<file path="config.mk">
export PLATFORM = sky130hd
export DESIGN_NAME = ahbl_arb2_flat
export DESIGN_NICKNAME = d
export VERILOG_FILES = /design/src/rtl/ahbl_if.sv /design/src/rtl/ahbl_arb2.sv /design/src/flat_wrapper.sv
export SDC_FILE = /design/constraint.sdc
export NUM_CORES = 1
export LEC_CHECK = 0
export CAP_MARGIN = 5
export CORE_MARGIN = 4
export CORE_UTILIZATION = 39
export DETAILED_ROUTE_END_ITERATION = 7
export GPL_TIMING_DRIVEN = 0
export PLACE_DENSITY = 0.85
export SLEW_MARGIN = 15
export SYNTH_ARGS = -nofsm -noshare
export SYNTH_HDL_FRONTEND = slang
export SYNTH_SLANG_ARGS = --single-unit
</file>
<file path="constraint.sdc">
create_clock -name hclk -period 3.2 [get_ports hclk]
set_input_delay 0.48 -clock hclk [delete_from_list [all_inputs] [get_ports hclk]]
set_output_delay 0.48 -clock hclk [all_outputs]
set_load 0.05 [all_outputs]
</file>
<file path="src/rtl/ahbl_if.sv">
// ahbl_if: AHB-Lite address/control/data bundle shared by masters and slaves
interface ahbl_if;
  logic [31:0] haddr;
  logic [1:0]  htrans;
  logic        hwrite;
  logic [2:0]  hsize;
  logic [2:0]  hburst;
  logic [3:0]  hprot;
  logic        hmastrlock;
  logic [31:0] hwdata;
  logic [31:0] hrdata;
  logic        hready;
  logic        hresp;
  modport master (
    output haddr, htrans, hwrite, hsize, hburst, hprot, hmastrlock, hwdata,
    input  hrdata, hready, hresp
  );
  modport slave (
    input  haddr, htrans, hwrite, hsize, hburst, hprot, hmastrlock, hwdata,
    output hrdata, hready, hresp
  );
endinterface

</file>
<file path="src/rtl/ahbl_arb2.sv">
// ahbl_arb2: two-master AHB-Lite arbiter with per-port pending address slots
module ahbl_arb2 #(
  parameter bit RR = 1'b1
) (
  input logic   hclk,
  input logic   hreset,
  ahbl_if.slave  s0,
  ahbl_if.slave  s1,
  ahbl_if.master m
);
  typedef enum logic [1:0] {IDLE, OWN0, OWN1} st_t;
  typedef struct packed {
    logic [31:0] haddr;
    logic [1:0]  htrans;
    logic        hwrite;
    logic [2:0]  hsize;
    logic [2:0]  hburst;
    logic [3:0]  hprot;
    logic        hmastrlock;
  } ac_t;
  st_t        st, nst;
  ac_t        lv [2];
  ac_t        pend [2];
  ac_t        fw;
  logic [1:0] pend_v, rq, rn, sh, shr, cap, clr;
  logic       eo_v, eo, gi, gn, arb, xfer, last, last_n, dp_v, dp_own;
  assign lv[0] = {s0.haddr, s0.htrans, s0.hwrite, s0.hsize, s0.hburst, s0.hprot, s0.hmastrlock};
  assign lv[1] = {s1.haddr, s1.htrans, s1.hwrite, s1.hsize, s1.hburst, s1.hprot, s1.hmastrlock};
  // Effective owner (granted combinationally out of IDLE) and the transfer it presents
  always_comb begin
    rq = pend_v | {lv[1].htrans[1], lv[0].htrans[1]};
    gi = &rq ? (RR ? ~last : 1'b0) : rq[1];
    eo_v = st != IDLE || |rq;
    eo = st == IDLE ? gi : st == OWN1;
    fw = hreset || !eo_v ? '0 : pend_v[eo] ? pend[eo] : lv[eo];
    xfer = m.hready && fw.htrans[1];
    arb = m.hready && !fw.htrans[0] && !fw.hmastrlock;
  end
  // Per-port handshake, pending capture/release and next owner
  always_comb begin
    for (int i = 0; i < 2; i++) begin
      sh[i] = hreset || (dp_v && dp_own == 1'(i) ? m.hready : !pend_v[i]);
      shr[i] = !hreset && dp_v && dp_own == 1'(i) && m.hresp;
      cap[i] = sh[i] && lv[i].htrans[1] && !(eo_v && eo == 1'(i) && !pend_v[i] && m.hready);
      clr[i] = eo_v && eo == 1'(i) && pend_v[i] && m.hready;
    end
    rn = (pend_v & ~clr) | {lv[1].htrans[1], lv[0].htrans[1]};
    last_n = xfer ? eo : last;
    gn = &rn ? (RR ? ~last_n : 1'b0) : rn[1];
    nst = !arb ? (!eo_v ? IDLE : eo ? OWN1 : OWN0) : !(|rn) ? IDLE : gn ? OWN1 : OWN0;
  end
  // Owner state, last-served pointer and data-phase owner
  always_ff @(posedge hclk)
    if (hreset) begin
      st <= IDLE;
      last <= 1'b1;
      dp_v <= 1'b0;
      dp_own <= 1'b0;
    end else begin
      st <= nst;
      last <= last_n;
      if (m.hready) begin
        dp_v <= fw.htrans[1];
        dp_own <= eo;
      end
    end
  // Pending address slots
  always_ff @(posedge hclk)
    for (int i = 0; i < 2; i++)
      if (hreset) pend_v[i] <= 1'b0;
      else if (cap[i]) begin
        pend_v[i] <= 1'b1;
        pend[i] <= lv[i];
      end else if (clr[i]) pend_v[i] <= 1'b0;
  assign m.haddr = fw.haddr;
  assign m.htrans = fw.htrans;
  assign m.hwrite = fw.hwrite;
  assign m.hsize = fw.hsize;
  assign m.hburst = fw.hburst;
  assign m.hprot = fw.hprot;
  assign m.hmastrlock = fw.hmastrlock;
  assign m.hwdata = dp_own ? s1.hwdata : s0.hwdata;
  assign s0.hrdata = m.hrdata;
  assign s1.hrdata = m.hrdata;
  assign s0.hready = sh[0];
  assign s1.hready = sh[1];
  assign s0.hresp = shr[0];
  assign s1.hresp = shr[1];
endmodule

</file>
<file path="src/flat_wrapper.sv">
// flat-port wrapper written by rule: the top's interface ports become plain ports
module ahbl_arb2_flat 
#(
  parameter bit RR = 1'b1
)
  (hclk, hreset, s0_haddr, s0_htrans, s0_hwrite, s0_hsize, s0_hburst, s0_hprot, s0_hmastrlock, s0_hwdata, s0_hrdata, s0_hready, s0_hresp, s1_haddr, s1_htrans, s1_hwrite, s1_hsize, s1_hburst, s1_hprot, s1_hmastrlock, s1_hwdata, s1_hrdata, s1_hready, s1_hresp, m_haddr, m_htrans, m_hwrite, m_hsize, m_hburst, m_hprot, m_hmastrlock, m_hwdata, m_hrdata, m_hready, m_hresp);
  ahbl_if s0_i ();
  ahbl_if s1_i ();
  ahbl_if m_i ();
  input logic hclk;
  input logic hreset;
  input wire logic [$bits(s0_i.haddr)-1:0] s0_haddr;
  input wire logic [$bits(s0_i.htrans)-1:0] s0_htrans;
  input wire logic [$bits(s0_i.hwrite)-1:0] s0_hwrite;
  input wire logic [$bits(s0_i.hsize)-1:0] s0_hsize;
  input wire logic [$bits(s0_i.hburst)-1:0] s0_hburst;
  input wire logic [$bits(s0_i.hprot)-1:0] s0_hprot;
  input wire logic [$bits(s0_i.hmastrlock)-1:0] s0_hmastrlock;
  input wire logic [$bits(s0_i.hwdata)-1:0] s0_hwdata;
  output wire logic [$bits(s0_i.hrdata)-1:0] s0_hrdata;
  output wire logic [$bits(s0_i.hready)-1:0] s0_hready;
  output wire logic [$bits(s0_i.hresp)-1:0] s0_hresp;
  input wire logic [$bits(s1_i.haddr)-1:0] s1_haddr;
  input wire logic [$bits(s1_i.htrans)-1:0] s1_htrans;
  input wire logic [$bits(s1_i.hwrite)-1:0] s1_hwrite;
  input wire logic [$bits(s1_i.hsize)-1:0] s1_hsize;
  input wire logic [$bits(s1_i.hburst)-1:0] s1_hburst;
  input wire logic [$bits(s1_i.hprot)-1:0] s1_hprot;
  input wire logic [$bits(s1_i.hmastrlock)-1:0] s1_hmastrlock;
  input wire logic [$bits(s1_i.hwdata)-1:0] s1_hwdata;
  output wire logic [$bits(s1_i.hrdata)-1:0] s1_hrdata;
  output wire logic [$bits(s1_i.hready)-1:0] s1_hready;
  output wire logic [$bits(s1_i.hresp)-1:0] s1_hresp;
  output wire logic [$bits(m_i.haddr)-1:0] m_haddr;
  output wire logic [$bits(m_i.htrans)-1:0] m_htrans;
  output wire logic [$bits(m_i.hwrite)-1:0] m_hwrite;
  output wire logic [$bits(m_i.hsize)-1:0] m_hsize;
  output wire logic [$bits(m_i.hburst)-1:0] m_hburst;
  output wire logic [$bits(m_i.hprot)-1:0] m_hprot;
  output wire logic [$bits(m_i.hmastrlock)-1:0] m_hmastrlock;
  output wire logic [$bits(m_i.hwdata)-1:0] m_hwdata;
  input wire logic [$bits(m_i.hrdata)-1:0] m_hrdata;
  input wire logic [$bits(m_i.hready)-1:0] m_hready;
  input wire logic [$bits(m_i.hresp)-1:0] m_hresp;
  assign s0_i.haddr = s0_haddr;
  assign s0_i.htrans = s0_htrans;
  assign s0_i.hwrite = s0_hwrite;
  assign s0_i.hsize = s0_hsize;
  assign s0_i.hburst = s0_hburst;
  assign s0_i.hprot = s0_hprot;
  assign s0_i.hmastrlock = s0_hmastrlock;
  assign s0_i.hwdata = s0_hwdata;
  assign s0_hrdata = s0_i.hrdata;
  assign s0_hready = s0_i.hready;
  assign s0_hresp = s0_i.hresp;
  assign s1_i.haddr = s1_haddr;
  assign s1_i.htrans = s1_htrans;
  assign s1_i.hwrite = s1_hwrite;
  assign s1_i.hsize = s1_hsize;
  assign s1_i.hburst = s1_hburst;
  assign s1_i.hprot = s1_hprot;
  assign s1_i.hmastrlock = s1_hmastrlock;
  assign s1_i.hwdata = s1_hwdata;
  assign s1_hrdata = s1_i.hrdata;
  assign s1_hready = s1_i.hready;
  assign s1_hresp = s1_i.hresp;
  assign m_haddr = m_i.haddr;
  assign m_htrans = m_i.htrans;
  assign m_hwrite = m_i.hwrite;
  assign m_hsize = m_i.hsize;
  assign m_hburst = m_i.hburst;
  assign m_hprot = m_i.hprot;
  assign m_hmastrlock = m_i.hmastrlock;
  assign m_hwdata = m_i.hwdata;
  assign m_i.hrdata = m_hrdata;
  assign m_i.hready = m_hready;
  assign m_i.hresp = m_hresp;
  ahbl_arb2 #(.RR(RR)) u_core (.hclk(hclk), .hreset(hreset), .s0(s0_i), .s1(s1_i), .m(m_i));
endmodule
</file>
* Word-level counts from Yosys, hierarchy flattened
Memory sizes are Yosys's and may differ from the RTL's. Index checks and enable logic that the tools add are counted.
Storage, ports and cells: bits in registers 7, latch bits 0, memory bits (writable) 92, ROM bits 0, input bits 192, output and inout bits 146, logic and storage cells 92, memories 1
Operators by class: add/subtract/negate cells 0, multiply operators 0, divide/modulo/power cells 0, magnitude comparators 2, equal/unequal tests 1, shifts and indexed selects 0, multiplexer cells 29, bitwise gates (word level) 9, reduce and logical (&&, ||, !) cells 44
Memories:
- u_core.pend | words 2, width 46, rd ports 1, clocked after Yosys merged registers in 0, write ports 2, RTL line ahbl_arb2.sv:23 | ac_t pend [2];
Operators by type and width (count):
- 46-bit 2-to-1 mux | 5
- 32-bit 2-to-1 mux | 1
- 1-bit logical AND | 24
- 1-bit 2-to-1 mux | 18
- 2-bit 2-to-1 mux | 5
- 1-bit logical NOT | 8
- 2-bit nonzero test | 3
- 1-bit logical OR | 4
- 1-bit inverter | 4
- 2-bit OR | 2
- 2-bit AND reduction | 2
- 2-bit OR reduction | 2
- 2-bit bitwise AND | 1
- 2-bit == test (second input constant) | 1
- 2-bit >= comparator (second input constant) | 1
- 2-bit logical NOT | 1
- 1-bit by 2-bit less-than comparator with 1-bit output (second input constant) | 1
- 1-bit inverter with 2-bit output | 1
- 2-bit inverter | 1

* Logic depth before layout (Yosys ltp)
Gate-level depths: netlist of run 1.
word-level depth 17, gate-level depth with buffers 7, mapped depth without buffers 5

* Worst setup path after synthesis of run 1
No wires, ideal clock.
kind input -> output, from in s0_htrans[1], to out m_hburst[0], arrival time 2.496 ns, required time 2.720 ns, setup slack 0.224 ns, stages on the path 5, path through or2_1 a211oi_2 buf_2 a211oi_1 a211oi_1
Between the ends: cells in the longest elaborated chain, start to end 10, elaborated cells on any way between the ends 17, classes of those cells 9 x mux; 2 x bitwise; 5 x reduce/logical; 1 x memory
RTL lines:
- start, declared | RTL line flat_wrapper.sv:13 | input wire logic [$bits(s0_i.htrans)-1:0] s0_htrans;
- 2-bit OR * | RTL line ahbl_arb2.sv:31 | rq = pend_v | {lv[1].htrans[1], lv[0].htrans[1]};
- 2-bit AND reduction | RTL line ahbl_arb2.sv:32 | gi = &rq ? (RR ? ~last : 1'b0) : rq[1];
- 1-bit 2-to-1 mux | RTL line ahbl_arb2.sv:32
- 1-bit 2-to-1 mux | RTL line ahbl_arb2.sv:34 | eo = st == IDLE ? gi : st == OWN1;
- 1-bit inverter with 2-bit output (implied by the code) | RTL line ahbl_arb2.sv:35 | fw = hreset || !eo_v ? '0 : pend_v[eo] ? pend[eo] : lv[eo];
- 46-bit 2-to-1 mux (implied by the code) (3 in series) | RTL line ahbl_arb2.sv:35
- 46-bit 2-to-1 mux | RTL line ahbl_arb2.sv:35
- 46-bit 2-to-1 mux * | RTL line ahbl_arb2.sv:35
- end, declared | RTL line flat_wrapper.sv:38 | output wire logic [$bits(m_i.hburst)-1:0] m_hburst;
Every way passes the cells marked *; elsewhere a longest branch is shown, timed or not. The select of a mux whose other input is x is not followed.

* Worst setup path after layout of run 1
from in s1_htrans[1], to out m_haddr[7]
Between the ends: cells in the longest elaborated chain, start to end 10, elaborated cells on any way between the ends 17, classes of those cells 9 x mux; 2 x bitwise; 5 x reduce/logical; 1 x memory
RTL lines:
- start, declared | RTL line flat_wrapper.sv:24 | input wire logic [$bits(s1_i.htrans)-1:0] s1_htrans;
- 2-bit OR * | RTL line ahbl_arb2.sv:31
- 2-bit AND reduction | RTL line ahbl_arb2.sv:32
- 1-bit 2-to-1 mux | RTL line ahbl_arb2.sv:32
- 1-bit 2-to-1 mux | RTL line ahbl_arb2.sv:34
- 1-bit inverter with 2-bit output (implied by the code) | RTL line ahbl_arb2.sv:35
- 46-bit 2-to-1 mux (implied by the code) (3 in series) | RTL line ahbl_arb2.sv:35
- 46-bit 2-to-1 mux | RTL line ahbl_arb2.sv:35
- 46-bit 2-to-1 mux * | RTL line ahbl_arb2.sv:35
- end, declared | RTL line flat_wrapper.sv:34 | output wire logic [$bits(m_i.haddr)-1:0] m_haddr;
Marked as above.

==> results of run 1 <==
-- final timing paths --
path                         start                 end  slack, ns
hold / removal        s0_htrans[1]  u_core.pend[0][13]       0.55
hold reg to reg        u_core.dp_v         u_core.dp_v       0.60
setup reg to reg  u_core.pend_v[0]  u_core.pend[0][33]       0.67
setup / recovery      s1_htrans[1]          m_haddr[7]       0.13
-- logic make-up (layout without fill, tap and decap cells) --
family          count (synthesis)  count (layout)  synth area share, %
compound gates                116             116                 15.8
buf+inv                       107             428                 11.8
flops                          99              99                 49.8
mux                            82              82                 14.8
simple gates                   78              78                 7.86
other cells                     0               1                    0
-- through the flow --
step / cells / instance area (um^2)
final: 988 / 9310
after global routing: 988 / 9310
after CTS: 988 / 9300
after detailed placement: 972 / 9150
after global placement: 970 / 9100
after floorplan: 482 / 5830
-- metal layers --
metal  vias to the layer above  GRT usage, %
met4                         0          9.47
li1                       2412             -
met1                      2496          27.9
met3                        42          7.45
met5                         -             0
met2                       279          43.1
-- Yosys cell counts (2+ instances only) --
cell      number
dfxtp_1        7
nor3_1         2
mux2i_1       49
o31ai_1        5
a211oi_1      77
nor2b_1       48
mux2_2        33
a211oi_2      14
a211o_1        2
inv_1          7
buf_4         65
clkbuf_1      12
edfxtp_1      92
nand2_1       11
o21ai_0        3
buf_6          2
buf_2         20
a21oi_1        7
nand2b_1       2
nor2_1         5
-- report_power, final --
group          internal, mW  switching, mW  total (mW)
logic                 0.963           1.75        2.72
registers              1.55         0.0520        1.60
clock network         0.525          0.470       0.995
-- sequential cells by signal, summed over array words and instances, names as in the netlist --
signal / flops
u_core.last: 1
u_core.st: 2
u_core.dp_v: 1
u_core.pend_v: 2
u_core.dp_own: 1
u_core.pend: 92
-- worst max-delay path: cells and delay by family --
kind            cells  cell delay [ns]
buf+inv             3             1.23
compound gates      3             0.77
simple gates        1             0.10
-- cell type report --
| cell class | count | area, um^2 |
|---|---|---|
| clock inverters | 7 | 42.5 |
| flip-flops and latches | 99 | 2900 |
| repair buffers | 306 | 2940 |
| plain buffers | 99 | 672 |
| inverters | 7 | 26.3 |
| well taps | 184 | 230 |
| clock buffers | 9 | 225 |
| diodes | 1 | 2.50 |
| multi-input cells | 276 | 2260 |
| fillers | 1125 | 5280 |
-- timing repair --
| action | in CTS | in global routing |
|---|---|---|
| pin swaps | 0 | 1 |
| endpoints found under the setup margin | 65 | 52 |
| gates resized for setup | 240 | 46 |
| endpoints found under the hold margin | 0 | 0 |
==> run metrics, run 1 <==
synth top area cells=edfxtp_1 47%, a211oi_1 9.9%, mux2i_1 8.4%, buf_4 8.4%, mux2_2 6.4%; status=complete, no violations; crit path launch type=input pin; CP required=2.72 ns; commonest non-fill, non-tap cells in the layout=257 x clkdlybuf4s50_1, 92 x edfxtp_1, 75 x a211oi_1; CTS Hold Bufs=0; CP Capture Type=primary output; post-synthesis cell type count=39; first-pass GRT wire length=31600 um; Slew Viols, Final=0; DR DRC count=0; worst-path cell chain=clkdlybuf4s50_1, nor3_2, a211oi_4, clkbuf_4, a211oi_1, a211oi_1, clkbuf_4; total I/O pin count=338; Routed met2 length=11300 um; DP HPWL=17900 um; CP max stage delay=0.61 ns; Syn Area/Cell=12.1 um^2; CTS tree=yes; post-synth top area cell=edfxtp_1; setup TNS=0 ns; Post-Syn Area=5830 um^2; nets=990; RSZ-0062 raised after global routing=false; Num CTS Buffers=9; Slew HR=48.5%; WL per Instance=22.1 um; Clock Latency Late Sink=0.34 ns; hold slack=0.553 ns; Seq cells post-synth=99; kind of critical path=in -> out; hold path depth=1; GPL Wtd Cong=0.919; Via Count=5229; post-CTS setup buffer count=0; total track usage=24.5%; CTS sink count=99; post-route ant nets=0; worst setup margin=0.133 ns; Yosys warnings=0; vias in the first global route=5406; number of flops mapped to enable cells by yosys=92; initial antenna violation count=1; commonest non-fill, non-tap cell in the layout=clkdlybuf4s50_1; Max Cap Violations=0; Final Hold Viols=0; Tmin final=3.07 ns; Util after Layout=63.8%; post-DR vias/cell=5.29; Placement Setup Slack=-0.785 ns; Die ar.=17000 um^2; depth of the most critical reg-to-reg path=5; hold crit path type=in -> reg; core box area=14600 um^2; clock tree buffer depth=2; Max Used Layer=met4; number of placement rows=44; crit path DAT=2.59 ns; Worst Skew=0.00353 ns; clock slew at reported path FFs=0.07 ns; final wirelength=21900 um; met1 wire length=7670 um; Leak=3.46 nW; Die Ht=130 um; Crit-path slowest cell=clkdlybuf4s50_1; grt ovf=0; CTS root buf=clkbuf_16; Final Power=5.31 mW; PortBufs=304; final setup violation count=0; syn_nets=674; largest net degree at the start of global routing=26; Final Cycle Share=95.9%; sequential share of the synthesized area=49.8%; Peak VDD IR=0.000383 V; Area growth, synth to finish=59.6%; routed wl met3=2160 um; post-synth top area share=47.4%; CP max FO=10; Die Wd=130 um; asr flop ratio synth=0%; synthesized netlist cell count=482; starting density of the core=40.0%; PwrDens=571 nW/um^2; Primary FF master, synth=edfxtp_1; Fmax achieved=326 MHz; H-tree levels=3; fraction of layout cells with a size suffix above 1=25.8%; Initial DRC Count=261; Worst Tran Pin Value=0.773 ns; Pre-Repair DR Iteration Count=4
(Power assumes the default switching activity.)
==> run 2, diff against run 1 <==
Settings changed: ABC_CLOCK_PERIOD_IN_PS set to 3200.
==> results of run 2 <==
No change in the layout: final DEF, timing and power equal those of run 1.
